==> config.mk <==
export PLATFORM = sky130hd
export DESIGN_NAME = alu_result_deserializer
export DESIGN_NICKNAME = d
export VERILOG_FILES = /design/src/rtl/alu_result_deserializer.sv
export SDC_FILE = /design/constraint.sdc
export NUM_CORES = 1
export LEC_CHECK = 0
export CAP_MARGIN = 30
export CORE_MARGIN = 1.5
export CORE_UTILIZATION = 52
export CTS_CLUSTER_DIAMETER = 50
export CTS_CLUSTER_SIZE = 24
export DETAILED_ROUTE_END_ITERATION = 10
export PLACE_DENSITY = 0.78
export SLEW_MARGIN = 20
export SYNTH_ARGS = -nofsm -noshare
export SYNTH_HDL_FRONTEND = slang
export SYNTH_SLANG_ARGS = --single-unit
==> constraint.sdc <==
create_clock -name clk -period 2.7 [get_ports clk]
set_input_delay 0.54 -clock clk [delete_from_list [all_inputs] [get_ports clk]]
set_output_delay 0.54 -clock clk [all_outputs]
set_load 0.01 [all_outputs]
==> src/rtl/alu_result_deserializer.sv <==
// Serial-to-parallel capture of ALU result frames: NUM_WORDS words of WORD_W bits, MSB first.
// Define DESER_PARITY_CHECK_EN to enable per-word even-parity checking and parity-gated frame counting.
module alu_result_deserializer #(
  parameter int NUM_WORDS = 3,
  parameter int WORD_W    = 10
) (
  input  logic                   clk,
  input  logic                   rst,
  input  logic                   dout,
  input  logic                   dout_valid,
  output logic [8*NUM_WORDS-1:0] res_data,
  output logic [NUM_WORDS-1:0]   res_ctl,
  output logic [NUM_WORDS-1:0]   res_par_err,
  output logic                   res_valid,
  output logic                   frame_err,
  output logic                   overrun,
  output logic                   busy,
  output logic [15:0]            frame_cnt
);

  localparam int TOTAL = NUM_WORDS * WORD_W;
  localparam int CNT_W = $clog2(TOTAL + 1);

  typedef enum logic [1:0] {IDLE, SHIFT, TAIL} state_t;

  state_t                 state, state_nx;
  logic [TOTAL-1:0]       sr, sr_nx;
  logic [CNT_W-1:0]       cnt;
  logic                   dv_q;
  logic                   ovr_done;
  logic                   take, done, trunc, ovr;
  logic [8*NUM_WORDS-1:0] data_nx;
  logic [NUM_WORDS-1:0]   ctl_nx, par_nx;
  logic                   good;

  always_comb begin
    state_nx = state;
    take     = 1'b0;
    done     = 1'b0;
    trunc    = 1'b0;
    ovr      = 1'b0;
    case (state)
      // dv_q is preset by reset so a qualifier held across reset cannot start a frame
      IDLE: if (dout_valid && !dv_q) begin
        take     = 1'b1;
        state_nx = SHIFT;
      end
      SHIFT: if (dout_valid) begin
        take = 1'b1;
        if (cnt == CNT_W'(TOTAL - 1)) begin
          done     = 1'b1;
          state_nx = TAIL;
        end
      end else begin
        trunc    = 1'b1;
        state_nx = IDLE;
      end
      TAIL: if (!dout_valid) state_nx = IDLE;
            else if (!ovr_done) ovr = 1'b1;
      default: state_nx = IDLE;
    endcase
  end

  // Decode straight from the next shift value so results land one cycle after the last bit
  always_comb begin
    sr_nx   = {sr[TOTAL-2:0], dout};
    data_nx = '0;
    ctl_nx  = '0;
    par_nx  = '0;
    for (int unsigned k = 0; k < NUM_WORDS; k++) begin
      data_nx[8*k +: 8] = sr_nx[(NUM_WORDS-1-k)*WORD_W + 1 +: 8];
      ctl_nx[k]         = sr_nx[(NUM_WORDS-1-k)*WORD_W + WORD_W - 1];
`ifdef DESER_PARITY_CHECK_EN
      par_nx[k]         = ^sr_nx[(NUM_WORDS-1-k)*WORD_W +: WORD_W];
`endif
    end
    good = (par_nx == '0);
  end

  always_ff @(posedge clk) begin
    if (rst) begin
      state       <= IDLE;
      cnt         <= '0;
      dv_q        <= 1'b1;
      ovr_done    <= 1'b0;
      sr          <= '0;
      res_data    <= '0;
      res_ctl     <= '0;
      res_par_err <= '0;
      res_valid   <= 1'b0;
      frame_err   <= 1'b0;
      overrun     <= 1'b0;
      frame_cnt   <= '0;
    end else begin
      state     <= state_nx;
      dv_q      <= dout_valid;
      res_valid <= done;
      frame_err <= trunc;
      overrun   <= ovr;
      if (take) begin
        sr  <= sr_nx;
        cnt <= (state == IDLE) ? CNT_W'(1) : cnt + CNT_W'(1);
      end
      if (trunc) cnt <= '0;
      if (ovr) ovr_done <= 1'b1;
      if (done) begin
        cnt         <= '0;
        ovr_done    <= 1'b0;
        res_data    <= data_nx;
        res_ctl     <= ctl_nx;
        res_par_err <= par_nx;
        if (good && frame_cnt != 16'hFFFF) frame_cnt <= frame_cnt + 16'd1;
      end
    end
  end

  assign busy = (state == SHIFT);

endmodule
==> results by group <==
Power and ir drop
  – Gate power share: 2.9%
  – Sw Pwr: 493 uW
  – Switching Fraction: 21.4%
  – Sequential power share: 54.1%
  – Maximum VDD drop: 0.490 mV
  – Pwr/cell area: 579 nW/um2
  – Pwr Total: approximately 2.3 mW
  – Static Leak: 1.35 nW
  – Clock power frac: 42.9%
  – Int Power: ~1.8 mW

Synth
  – Syn Area/Cell: 9.12 um2
  – Mapped Cells: 349
  – Seq/Total Area, Yosys: 52.9%
  – Post-synth ARST share: 0%
  – Synth top cells by count: dfxtp_1 (84), nand2_1 (66), a21oi_1 (46)
  – Top cell type's share of synthesized area: 52.9%
  – Yosys warning count: 0
  – Primary FF master, synth: dfxtp_1
  – Post-synth EDFFs: 0
  – Seq cells post-synth: between 80 and 90
  – Most common cell in the synthesized netlist: dfxtp_1
  – Top cells by area, synth: dfxtp_1 (53%), nand2_1 (7.8%), a22o_1 (7.4%), a21oi_1 (7.2%), clkbuf_1 (2.4%)
  – Synth Cell Area: 3180 um2
  – Area leader, netlist: dfxtp_1
  – Netlist cell types: 42

Drt
  – Drt total wl: 6.72 mm
  – # DRC: 0
  – First-pass DRT Iterations: 4
  – Initial DRC Count: ~140
  – Vias: 2711
  – Final antenna-violating net count: 0
  – Routed len/inst: ~14 um
  – Vias/cell: 5.72

Clocking
  – Hold Buf Count CTS: 0
  – Clk Latency, worst-skew pair: 0.35 ns
  – Post-CTS resize count: 0
  – Max clock buf depth: 2
  – Clock net sink count: 84
  – CTS clock-pin slew for the worst setup and hold paths: 0.08 ns
  – CTS buffer count: 9
  – Post-CTS setup buffers: 0
  – CTS H-tree depth: 3
  – Root buffer cell: clkbuf_8
  – CTS tree: done

Worst setup path
  – Worst-path fanout max: 10
  – Worst EP arrival: 2.55 ns
  – Worst Setup End Kind: flip-flop
  – Critical Path RT: ~3.0 ns
  – CP startpoint kind: flip-flop
  – Critical path type: flip-flop to flip-flop
  – R2r worst-path depth: 5

Timing
  – Final setup fails: 0
  – Setup Skew: approximately 0.011 ns
  – Setup TNS: 0 ns
  – F_max: 440 MHz
  – Hold Worst Slack: 0.448 ns
  – Worst slew pin tran: 0.602 ns
  – Minimum clock period: 2.28 ns
  – Final hold vios: 0
  – Count of final max-slew check failures: 0
  – Final period util: 84.3%
  – Slew margin rel.: between 50% and 60%
  – RSZ-0062 raised after global routing: false

Global route
  – Met2 Use GR: between 30% and 40%
  – Met3 global-route usage: 6.52%
  – Largest net degree at the start of global routing: 40
  – Grt total ovfl: 0
  – First-pass GRT wire length: 11.2 mm
  – Met1 global-route usage: about 29%
  – Vias in the first global route: 2477
  – GRT Resource Usage Total: between 20% and 30%
  – Gr busiest metal: met2
  – Antenna violations before repair: 0

Final layout
  – ANT cells: 0
  – Final std cells w/o fill: roughly 470
  – Area grow syn2layout: 24.7%
  – Final design utilization: around two thirds
  – Layout cells sized above 1: under 10%
  – Post-layout nets: 402

Floorplanning
  – Ports: 54
  – Total core area: 5920 um2
  – Die span in y: 81.2 um
  – Core Rows: 28
  – Chip width: 81.2 um
  – Starting Density: between 50% and 60%
  – Die Area: 6600 um2

Place
  – Placed cell count: approximately 460
  – I/O Buffers: 50
  – GP Congestion: 0.825
  – Detailed Place HPWL: 4.30 mm

Job
  – Max-cap violations: 0

Outcome
  – Status: finished clean

Hold path
  – Cell depth of the worst hold path: 1
  – Worst min-delay path category: flip-flop to flip-flop
==> path summary, 6_finish.rpt <==
check,slack [ns],from,to
worst max-delay path,0.42,cnt[0],frame_cnt[15]
worst min-delay path,0.45,ovr_done,overrun
worst max register to register,0.42,cnt[0],frame_cnt[15]
worst min register to register,0.45,ovr_done,overrun
==> routing by layer <==
metal | part of all wire (%) | wire length (um)
met5 | 0 | 0
met4 | 1.5 | 101
met3 | 4.5 | 300
met2 | 48 | 3210
met1 | 46 | 3110
==> sequential cells by signal, summed over array words and instances, names as in the netlist <==
signal and cells:
sr 29, res_data 24, frame_cnt 16, cnt 5, res_ctl 3, state 2, dv_q 1, frame_err 1
overrun 1, ovr_done 1, res_valid 1
==> layout make-up <==
cell class | instances | area [um2]
repair buffers | 58 | 556
multi-input cells | 236 | 1390
flip-flops and latches | 84 | 1680
well taps | 75 | 93.8
inverters | 6 | 22.5
clock buffers | 10 | 138
clock inverters | 5 | 82.6
fillers | 500 | 1950
==> through the flow <==
stage / worst slack, ns / instance area, um2
after global routing: 0.329 / 3970
after CTS: 0.423 / 3970
after floorplan: 0.695 / 3190
final: 0.425 / 3970
after global placement: 0.132 / 3750
after detailed placement: 0.0662 / 3750
==> cells in the final DEF (no fill, tap or decap), types with 3 or more instances in the layout <==
master and n:
nor2b_1 3, ha_1 3, dfxtp_1 84, nor3_1 6
clkbuf_8 10, nand2b_1 4, conb_1 3, or3_1 4
o21ai_1 3, nand4_1 4, nand2_1 66, a22o_1 27
buf_4 8, or4_1 10, clkdlybuf4s50_1 49, nor2_1 9
nand3_1 6, inv_1 5, o31ai_1 10, a21oi_1 46
==> critical path, cell delays in order, from the launching register on <==
cell	delay (ns)
dfxtp_1	0.40
ha_1	0.21
nand4_2	0.18
or4b_1	0.73
or4_1	0.52
a21oi_1	0.16
==> cell families (layout without fill, tap and decap cells) <==
kind of cell / count (synthesis) / count (layout) / share of synthesized area (%)
and+or+nand+nor: 133 / 133 / 21.5
AOI/OAI and AO/OA: 93 / 93 / 19.0
DFF: 84 / 84 / 52.9
buffers and inverters: 31 / 79 / 4.09
adders and majority gates: 3 / 3 / 1.18
muxes: 3 / 3 / 1.02
other: 1 / 3 / 0.118
xor gates and xnor gates: 1 / 1 / 0.275
==> power groups by stage <==
stage | Sequential [mW] | Combinational [mW] | Clock (mW)
after floorplan | 1.27 | 0.0484 | 0
after global placement | 1.27 | 0.0665 | 0
after detailed placement | 1.27 | 0.0672 | 0
after CTS | 1.24 | 0.0675 | 1.00
after global routing | 1.25 | 0.0750 | 1.06
final | 1.24 | 0.0674 | 0.987
Note: power is estimated with default switching activity, not from simulation.
